==> src/rtl/demux_12_stream.sv <==
// Registered 1:2 stream demultiplexer: each input beat is steered by in_sel into one of two
// independent 2-entry output buffers, each with its own delivered-beat counter.
module demux_12_stream #(
    parameter int WIDTH = 8,
    parameter int CNT_W = 8
) (
    input  logic             clk,
    input  logic             rst,
    input  logic [WIDTH-1:0] in_data,
    input  logic             in_sel,
    input  logic             in_valid,
    output logic             in_ready,
    output logic [WIDTH-1:0] out0_data,
    output logic             out0_valid,
    input  logic             out0_ready,
    output logic [WIDTH-1:0] out1_data,
    output logic             out1_valid,
    input  logic             out1_ready,
    output logic [CNT_W-1:0] cnt0,
    output logic [CNT_W-1:0] cnt1
);

    typedef enum logic [1:0] {EMPTY, ONE, TWO} occ_t;

    occ_t             st   [2];
    logic [WIDTH-1:0] head [2];
    logic [WIDTH-1:0] tail [2];
    logic             vld  [2];
    logic [CNT_W-1:0] cnt  [2];
    logic [1:0]       push;
    logic [1:0]       pop;

    // Space check uses registered occupancy only; a same-cycle pop never frees a slot in TWO.
    assign in_ready = !rst && (in_sel ? (st[1] != TWO) : (st[0] != TWO));

    always_comb begin
        push    = '0;
        pop     = '0;
        push[0] = in_valid && in_ready && !in_sel;
        push[1] = in_valid && in_ready &&  in_sel;
        pop[0]  = vld[0] && out0_ready;
        pop[1]  = vld[1] && out1_ready;
    end

    always_ff @(posedge clk or posedge rst) begin
        if (rst) begin
            for (int k = 0; k < 2; k++) begin
                st[k]   <= EMPTY;
                head[k] <= '0;
                tail[k] <= '0;
                vld[k]  <= 1'b0;
                cnt[k]  <= '0;
            end
        end else begin
            for (int k = 0; k < 2; k++) begin
                case (st[k])
                    EMPTY: begin
                        if (push[k]) begin
                            head[k] <= in_data;
                            vld[k]  <= 1'b1;
                            st[k]   <= ONE;
                        end
                    end
                    ONE: begin
                        if (push[k] && pop[k]) begin
                            head[k] <= in_data;
                        end else if (push[k]) begin
                            tail[k] <= in_data;
                            st[k]   <= TWO;
                        end else if (pop[k]) begin
                            vld[k]  <= 1'b0;
                            st[k]   <= EMPTY;
                        end
                    end
                    TWO: begin
                        if (pop[k]) begin
                            head[k] <= tail[k];
                            st[k]   <= ONE;
                        end
                    end
                    default: begin
                        vld[k] <= 1'b0;
                        st[k]  <= EMPTY;
                    end
                endcase
                if (pop[k]) begin
                    cnt[k] <= cnt[k] + 1'b1;
                end
            end
        end
    end

    assign out0_data  = head[0];
    assign out0_valid = vld[0];
    assign out1_data  = head[1];
    assign out1_valid = vld[1];
    assign cnt0       = cnt[0];
    assign cnt1       = cnt[1];

endmodule

==> config.mk <==
export PLATFORM = sky130hd
export DESIGN_NAME = demux_12_stream
export DESIGN_NICKNAME = d
export VERILOG_FILES = /design/src/rtl/demux_12_stream.sv
export SDC_FILE = /design/constraint.sdc
export NUM_CORES = 1
export LEC_CHECK = 0
export BUFFER_PORTS_ARGS = -buffer_cell sky130_fd_sc_hd__buf_4
export CORE_ASPECT_RATIO = 0.6
export CORE_MARGIN = 4
export CORE_UTILIZATION = 30
export DETAILED_ROUTE_END_ITERATION = 8
export HOLD_SLACK_MARGIN = 0.02
export RECOVER_POWER = 100
export SYNTH_ARGS = -nofsm -noshare
export SYNTH_HDL_FRONTEND = slang
export SYNTH_SLANG_ARGS = --single-unit
==> constraint.sdc <==
create_clock -name clk -period 1.6 [get_ports clk]
set_input_delay 0.24 -clock clk [delete_from_list [all_inputs] [get_ports clk]]
set_output_delay 0.24 -clock clk [all_outputs]
set_load 0.01 [all_outputs]
==> reports/qor.yml, run 1 <==
synth_nets: 200
critical_path_required_ps: 1780
dp.cells: 349
initial_core_util_pct: 31.2
p_leak_uw: 0.00152
synth_cells: 184
drtAntennaViolNets: 0
die-area_mm2: 0.00983
utilization_pct: 42.0
reg2reg_from: "st[0]"
drv_slew: 0
cp_cell_sequence: "and4b_1 > a2bb2oi_4 > mux2_2"
end_kind: "register"
stdcell_count: 362
grt_pass1_wl_um: 8810
ys_ff_latch: 54
tightest_slew_ps: 473
cp_max_fo: 8
remaining_drc_errors: 0
num_rows: 25
syn-cell-area_mm2: 0.00248
antenna_found_initial: 0
wirelength_um: 5440
final-setup-viol-count: 0
yosysSeqAreaShare_pct: 54.5
cts_tree: "yes"
pre_cts_ws_ps: 3.30
grt_start_max_net_pins: 37
synth_ff_type: "dfrtp_1"
grt_overflow_total: 0
final_nets: 269
yosys-top-cells-area: "dfrtp_1, mux2_2, xnor2_1"
p_per_area_mw_per_mm2: 1710
crit_buf_inv: 0
syn_avg_cell_area_um2: 13.5
timing.final.crit_share_pct: 99.4
cts_buffers: 5
worstPathArrival_ps: 1770
routabilityCongestion: 0.759
setup_slack_ps: 9.72
dpl.hpwl_um: 3850
h-tree-depth: 2
diodes: 0
status: "complete, no violations"
initialDrtViolationCount: 77
whs_path_depth: 2
vias: 1630
port_buffers: 48
grt_usage_pct: 11.3
fin_crit_ps: 1590
yosysTopAreaCellShare_pct: 54.5
clockRootBuffer: "clkbuf_16"
rsz0062_at_grt: "yes"
cp_top_family: "flip-flops"
drive_gt1_share_pct: 53.1
totalPowerFinal_uw: 5700
drt-vias-per-instance: 4.50
clkLatencyLatePin_ps: 300
crit_start: "st[0]"
ios: 49
critical_path_class: "reg2reg"
async_reset_ff_share_pct: 100
hp-class: "in2reg"
synth_edf_count: 0
dr.pass1.iters: 3
reg2reg_setup_slack_ps: 10
wl_per_cell_um: 15.0
clk_path_buf_depth: 2
cpPeakStageDelay_ps: 450
skew_ps: 9.10
grt_pass1_vias: 1675
die_w_um: 125
crit_slowest_cell: "dfrtp_2"
timing.fmax_mhz: 629
start_kind: "register"
yosysWarnings: 0
hp-start: "in_data[6]"
max-cap-violations: 0
nFillCells: 778
clkSinkCount: 54
yosys.area.top_type: "dfrtp_1"
worst_hold_path.endpoint: "tail[14]"
ir_worst_vdd_mv: 0.532
hold_violations: 0
coreArea_mm2: 0.00795
slew_headroom_pct: 68.4
clk_pin_slew_worst_paths_ps: 70
die_y_um: 78.4
r2r_cells: 3
synth_cell_types: 31
reg2reg_to: "out1_data[1]"
syn2layout_area_growth_pct: 34.5
## worst max-delay path by stage
| stage | end | slack, ps | depth (start not counted) |
|---|---|---|---|
| after floorplan | out0_data[0] | 3 | 3 |
| after global placement | out0_data[6] | 30 | 3 |
| after detailed placement | out0_data[2] | 3 | 3 |
| after CTS | in_ready | -30 | 4 |
| after global routing | out1_data[6] | -40 | 3 |
| final | out1_data[1] | 10 | 3 |
## power by group
part | leakage, uW | switching (uW) | internal (uW) | total, uW
combinational | 0.000773 | 790 | 1220 | 2010
clock | 0.0000760 | 501 | 738 | 1240
sequential | 0.000667 | 485 | 1970 | 2450
## stage by stage
stage / hold slack, ps / area, um^2 / setup TNS, ps
floorplan: 391 / 2480 / 0
global placement: 326 / 3070 / 0
detailed placement: 330 / 3070 / 0
CTS: 207 / 3260 / -32.8
global route: 207 / 3340 / -175
finish: 208 / 3340 / 0
## layout make-up
| class | instances | area (um^2) | area share (%) |
|---|---|---|---|
| Clock buffer | 5 | 125 | 3.75 |
| Sequential cell | 54 | 1360 | 40.7 |
| Multi-Input combinational cell | 123 | 1140 | 34.2 |
| Tap cell | 108 | 135 | 4.05 |
| Timing Repair Buffer | 66 | 520 | 15.6 |
| Inverter | 3 | 11.3 | 0.338 |
| Clock inverter | 3 | 45.0 | 1.35 |
## synthesized netlist by cell type (2+ instances only)
library cell / number
a21boi_0: 2
a21oi_1: 4
a2bb2oi_4: 2
and2_1: 2
and3_1: 3
buf_2: 2
clkbuf_1: 2
dfrtp_1: 54
ha_1: 2
inv_1: 3
mux2_2: 48
mux2i_1: 2
nand2_1: 13
nand2_2: 2
nand4_1: 8
nor2_1: 4
o21ai_0: 3
o22ai_1: 2
xnor2_1: 14
## layer usage
metal / track usage, % / routed length, um / part of all wire (%)
met5: 0 / 0 / 0
met4: 4.33 / 81 / 1.5
met3: 2.79 / 152 / 2.8
met2: 16.1 / 2370 / 44
met1: 16.6 / 2830 / 52
## registers in the layout (all words and copies together), names as in the netlist
name,count
out0_valid,1
out1_valid,1
out0_data,8
cnt1,8
out1_data,8
st,4
tail,16
cnt0,8
## layout by cell type, fill, tap and decap left out, drive strengths merged, types with 3 or more instances in the layout
cell | synthesis | layout
buf | 2 | 63
dfrtp | 54 | 54
mux2 | 48 | 48
nand2 | 15 | 15
xnor2 | 14 | 14
nand4 | 8 | 8
clkbuf | 2 | 7
nor2 | 4 | 4
a21oi | 4 | 4
and3 | 3 | 3
o21ai | 3 | 3
## cells by family (layout without fill, tap and decap cells)
group           after synthesis  after routing  synth area share [%]
simple gates                 42             42                  10.5
compound gates               15             15                  5.30
flops                        54             54                  54.5
fa+ha+maj                     2              2                  1.01
xor+xnor                     14             14                  4.94
buf+inv                       7             77                  1.16
mux                          50             50                  22.6
## repair_timing
action,4_1_cts,5_1_grt
hold buffers,1,0
setup buffers,1,4
gates resized for setup,3,13
pin swaps,2,4
gates cloned,0,0
hold endpoints to repair,13,0
setup endpoints to repair,9,32
Power figures use the tool's default switching activity.
==> inputs of run 2 (changes only) <==
--- a/config.mk
+++ b/config.mk
@@ -6,6 +6,7 @@
 export NUM_CORES = 1
 export LEC_CHECK = 0
 export BUFFER_PORTS_ARGS = -buffer_cell sky130_fd_sc_hd__buf_4
+export CAP_MARGIN = 20
 export CORE_ASPECT_RATIO = 0.6
 export CORE_MARGIN = 4
 export CORE_UTILIZATION = 30
==> constraint.sdc (replaced) <==
create_clock -name clk -period 1.54 [get_ports clk]
set_input_delay 0.231 -clock clk [delete_from_list [all_inputs] [get_ports clk]]
set_output_delay 0.231 -clock clk [all_outputs]
set_load 0.01 [all_outputs]
==> run 2 against run 1 <==
  * The run now ends with setup timing left
  * Routed wire length up 2.4%
  * Sequential share of layout area up 0.29 points
  * Hold slack worse by 73 ps
  * Clock power up 3%
  * Global-route usage down 0.18 points
  * Die area unchanged
  * Core utilization down 0.38 points
  * Register-to-register slack worse by 30 ps
  * Worst setup slack worse by 34 ps
  * Largest cell class unchanged
==> reports/qor.yml, run 2 (synthesis results as in run 1) <==
slew_headroom_pct: 59.0  # -9.5 points
drive_gt1_share_pct: 41.9  # -11 points
layout_commonest_cell: "dfrtp_1"
drv_slew: 0  # unchanged
hp-class: "in2async"
final-setup-viol-count: 9  # +9
critical_path_class: "reg2reg"
setup_slack_ps: -23.8  # -33.5 ps
nFillCells: 777  # -0.13%
syn2layout_area_growth_pct: 33.3
clockRootBuffer: "clkbuf_16"
ir_worst_vdd_mv: 0.512  # -3.6%
dpl.hpwl_um: 3840  # about the same
status: "finished, violations left"
skew_ps: 2.17  # -6.93 ps
fin_crit_ps: 1560  # -26.5 ps
diodes: 0  # unchanged
end_kind: "register"
drt-vias-per-instance: 4.53  # +0.61%
die_y_um: 78.4  # unchanged
final_nets: 273  # +1.5%
die-area_mm2: 0.00983  # unchanged
cpPeakStageDelay_ps: 460  # about the same
p_leak_uw: 0.00145  # -4.4%
clkSinkCount: 54  # unchanged
tightest_slew_ps: 615  # +142 ps
initialDrtViolationCount: 94  # +22%
p_per_area_mw_per_mm2: 1760  # +2.7%
ios: 49  # unchanged
rsz0062_at_grt: "yes"
routabilityCongestion: 0.727  # -4.3%
grt_pass1_vias: 1661  # -0.84%
cp_cell_sequence: "nor4b_4 > a2bb2oi_4 > buf_12 > mux2_4"
start_kind: "register"
clk_path_buf_depth: 2  # unchanged
cp_max_fo: 8  # unchanged
clk_pin_slew_worst_paths_ps: 70  # about the same
h-tree-depth: 2  # unchanged
largest_register_ff_count: 16  # unchanged
dr.pass1.iters: 4  # +1
timing.hold.ws_ps: 136  # -72.9 ps
grt_pass1_wl_um: 8710  # -1.1%
die_w_um: 125  # unchanged
utilization_pct: 41.6  # -0.38 points
grt_start_max_net_pins: 46  # +24%
grt_overflow_total: 0  # unchanged
timing.fmax_mhz: 639  # +1.7%
drtAntennaViolNets: 0  # unchanged
remaining_drc_errors: 0  # unchanged
worstPathArrival_ps: 1740  # -30 ps
grt_usage_pct: 11.2  # -0.18 points
wirelength_um: 5570  # +2.4%
num_rows: 25  # unchanged
port_buffers: 48  # unchanged
clkLatencyLatePin_ps: 290  # about the same
hold_violations: 0  # unchanged
cts_tree: "yes"
wl_per_cell_um: 15.2  # +1.3%
coreArea_mm2: 0.00795  # unchanged
final_cell_mix: "dfrtp_1, clkbuf_1, buf_4, mux2_2, mux2_4"
initial_core_util_pct: 31.2  # unchanged
violations: "setup timing"
max-cap-violations: 0  # unchanged
timing.final.crit_share_pct: 102  # +2.2 points
antenna_found_initial: 0  # unchanged
largest-register: "tail"
vias: 1658  # +1.7%
critical_path_required_ps: 1710  # -70 ps
cts_buffers: 5  # unchanged
crit_slowest_cell: "dfrtp_2"
-- run 2: cell types whose count changed in the layout (fill, tap and decap cells not counted), moves of 11 or more --
| cell | change |
|---|---|
| buf_4 | -28 |
| clkbuf_1 | +33 |
| mux2_4 | +11 |
| mux2_2 | -11 |
-- run 2: timing repair --
| action | CTS | global route |
|---|---|---|
| cloned | 0 | 0 |
| endpoints found under the setup margin | 21 | 23 |
| pin swaps | 2 | 2 |
| gates resized for setup | 9 | 22 |
| setup buffers | 4 | 2 |
| hold buffers | 0 | 0 |
-- run 2: path summary, 6_finish.rpt --
check | endpoint | start | slack (ps) | cells past startpoint
max | out0_data[7] | st[3] | -20 | 4
min | cnt1[7] | rst | 140 | 3
max reg2reg | out0_data[7] | st[3] | -20 | 4
min reg2reg | cnt0[7] | cnt0[7] | 470 | 1
max in group asynchronous | st[3] | rst | 400 | 4
min in group clk | tail[15] | in_data[7] | 200 | 2
-- run 2: metal layers --
metal / part of all wire [%] / track usage (%)
met1: 52 / 16.2
met2: 43 / 15.9
met3: 3.5 / 3.06
met4: 1.5 / 3.90
met5: 0 / 0
-- run 2: report_power, final --
| part | total (uW) | switching (uW) | internal [uW] |
|---|---|---|---|
| clock network | 1280 | 508 | 769 |
| logic | 1990 | 875 | 1120 |
| registers | 2530 | 495 | 2040 |
-- run 2: worst max-delay path, delay by kind of cell, from the launching register on --
| family | cells | cell delay [ps] |
|---|---|---|
| DFF | 1 | 460 |
| and+or+nand+nor | 1 | 340 |
| muxes | 1 | 310 |
| AOI/OAI and AO/OA | 1 | 190 |
| buffers and inverters | 1 | 150 |
-- run 2: metrics by stage --
step | setup slack [ps] | total power [uW] | TNS [ps] | instance area [um^2] | std cells
after floorplan | 6.83 | 3540 | 0 | 2480 | 184
after global placement | -18.2 | 4530 | -125 | 3090 | 352
after detailed placement | -45.7 | 4590 | -327 | 3090 | 352
after CTS | -73.2 | 5950 | -73.2 | 3350 | 364
after global routing | -86.4 | 6180 | -978 | 3310 | 366
final | -23.8 | 5800 | -98.6 | 3310 | 366
-- run 2: final cells by class --
type	instances	area [um^2]	share of cell area, %
sequential	54	1350	41.0
multi-input combinational	123	1200	36.4
timing repair buffer	70	434	13.1
tap	108	135	4.09
clock buffer	6	129	3.90
clock inverter	2	37.5	1.14
inverter	3	12.5	0.379
==> inputs of run 3 (changes only) <==
--- a/config.mk
+++ b/config.mk
@@ -10,8 +10,10 @@
 export CORE_ASPECT_RATIO = 0.6
 export CORE_MARGIN = 4
 export CORE_UTILIZATION = 30
+export CTS_BUF_LIST = sky130_fd_sc_hd__clkbuf_8
 export DETAILED_ROUTE_END_ITERATION = 8
 export HOLD_SLACK_MARGIN = 0.02
+export PLACE_DENSITY = 0.58
 export RECOVER_POWER = 100
 export SYNTH_ARGS = -nofsm -noshare
 export SYNTH_HDL_FRONTEND = slang
==> run 3 against run 2 <==
  * The flow now finishes without violations
  * Die area stayed put
  * First-iteration DRC count decreased by 35%
  * Register-to-register slack better by 40 ps
==> reports/qor.yml, run 3 (synthesis results as in run 1) <==
reg2reg_to: "out0_data[4]"
slew_headroom_pct: 54.4  # -4.5 points
hp-start: "in_data[6]"
fin_crit_ps: 1520  # -39.0 ps
clk_path_buf_depth: 2  # unchanged
routabilityCongestion: 0.778  # +7.1%
ir_worst_vdd_mv: 0.611  # +19%
final-setup-viol-count: 0  # -9
worst_hold_path.endpoint: "tail[14]"
die_y_um: 78.4  # unchanged
final_nets: 272  # -0.37%
clkLatencyLatePin_ps: 310  # +20 ps
dr.pass1.iters: 4  # unchanged
worstPathArrival_ps: 1290  # -450 ps
hp-class: "in2reg"
p_per_area_mw_per_mm2: 1640  # -6.4%
diodes: 0  # unchanged
post_dp_cell_area_mm2: 0.00308  # -0.32%
grt_pass1_vias: 1782  # +7.3%
final_cell_area_mm2: 0.00320  # -3.2%
vias: 1678  # +1.2%
drv_slew: 0  # unchanged
p_int_uw: 3450  # -12%
wirelength_um: 5450  # -2.1%
timing.final.crit_share_pct: 99.0  # -2.5 points
tightest_slew_ps: 680  # +64.3 ps
h-tree-depth: 2  # unchanged
largest-register: "tail"
critical_path_required_ps: 1310  # -400 ps
hold_violations: 0  # unchanged
antenna_found_initial: 0  # unchanged
final_cell_mix: "dfrtp_1, clkbuf_1, mux2_2, buf_4, mux2_4"
p_leak_uw: 0.00143  # -1.2%
rsz0062_at_grt: "yes"
reg2reg_from: "st[3]"
layout_commonest_cell: "dfrtp_1"
grt_start_max_net_pins: 40  # -13%
ios: 49  # unchanged
max-cap-violations: 0  # unchanged
clk_pin_slew_worst_paths_ps: 100  # +30 ps
power.sequential.fraction_pct: 47.5  # +3.8 points
grt_usage_pct: 11.6  # +0.40 points
clkSinkCount: 54  # unchanged
num_rows: 25  # unchanged
status: "complete, no violations"
port_buffers: 48  # unchanged
coreArea_mm2: 0.00795  # unchanged
end_kind: "output pin"
syn2layout_area_growth_pct: 29.1
dp.cells: 349  # -0.85%
initial_core_util_pct: 31.2  # unchanged
stdcell_count: 365  # -0.27%
start_kind: "register"
wl_per_cell_um: 14.9  # -1.8%
ctsHoldBuffers: 0  # unchanged
largest_register_ff_count: 16  # unchanged
grt_overflow_total: 0  # unchanged
r2r_cells: 4  # unchanged
die_w_um: 125  # unchanged
setup_slack_ps: 15.2  # +39.0 ps
utilization_pct: 40.3  # -1.3 points
cts_tree: "yes"
reg2reg_setup_slack_ps: 20  # +40 ps
initialDrtViolationCount: 61  # -35%
drtAntennaViolNets: 0  # unchanged
remaining_drc_errors: 0  # unchanged
skew_ps: 8.45  # +6.27 ps
clkPwrFrac_pct: 15.8  # -6.2 points
clockRootBuffer: "clkbuf_8"
critical_path_class: "reg2out"
cp_max_fo: 3  # -5
drive_gt1_share_pct: 38.9  # -2.9 points
power_switching_uw: 1810  # -3.7%
swShare_pct: 34.4  # +2.0 points
die-area_mm2: 0.00983  # unchanged
drt-vias-per-instance: 4.60  # +1.5%
whs_path_depth: 2
comb_power_share_pct: 36.7  # +2.3 points
timing.fmax_mhz: 656  # +2.6%
nFillCells: 798  # +2.7%
pre_cts_ws_ps: -49.8  # -4.11 ps
grt_pass1_wl_um: 9080  # +4.2%
cts_buffers: 5  # unchanged
tns_ps: 0  # +98.6 ps
dpl.hpwl_um: 3800  # -1.2%
run 3: cell count changes in the layout (fill, tap and decap cells not counted), sizes merged:
cell	previous run	this run
clkinvlp	2	1
bufinv	1	0
clkinv	0	1
buf	36	31
clkbuf	40	44
inv	2	3
run 3: cell type report:
class                      count  area [um^2]  area share, %
clock inverter                 2         8.76          0.274
timing repair buffer          69          425           13.3
multi-input combinational    123         1180           36.9
inverter                       3         12.5          0.391
clock buffer                   6         82.6           2.58
sequential                    54         1350           42.3
tap                          108          135           4.22
run 3: stage by stage:
| step | power, uW | hold slack, ps |
|---|---|---|
| after floorplan | 3540 | 299 |
| after global placement | 4530 | 404 |
| after detailed placement | 4580 | 404 |
| after CTS | 5590 | 56.3 |
| after global routing | 5650 | 169 |
| final | 5260 | 167 |
run 3: worst max-delay path: stages (launching register included):
cell and delay [ps]:
dfrtp_1 410, nor2b_4 140, buf_6 110, a211oi_2 170
buf_4 150
run 3: timing repair:
item | 4_1_cts | 5_1_grt
pin swaps | 4 | 5
resized for setup | 16 | 10
buffers inserted | 8 | 1
setup endpoints to repair | 25 | 32
run 3: worst max path at each step:
| stage | startpoint | to | slack, ps | cells after the start |
|---|---|---|---|---|
| after floorplan | st[3] | out0_data[0] | 7 | 3 |
| after global placement | st[1] | out1_data[6] | -40 | 4 |
| after detailed placement | st[3] | out0_data[5] | -50 | 3 |
| after CTS | st[3] | out0_data[5] | -10 | 4 |
| after global routing | st[2] | out0_data[6] | -50 | 5 |
| final | st[1] | in_ready | 20 | 4 |
run 3: metal layers:
layer	track usage [%]	share of wire, %
met1	16.2	53
met2	16.8	40
met3	4.42	5.8
met4	3.03	0.97
met5	0	0
run 3: power by group through the flow:
| stage | Combinational, uW | Clock (uW) | Sequential, uW |
|---|---|---|---|
| 2_1_floorplan | 909 | 0 | 2640 |
| 3_3_place_gp | 2020 | 0 | 2520 |
| 3_5_place_dp | 2050 | 0 | 2520 |
| 4_1_cts | 2210 | 865 | 2510 |
| 5_1_grt | 2130 | 927 | 2600 |
| 6_report | 1930 | 828 | 2500 |
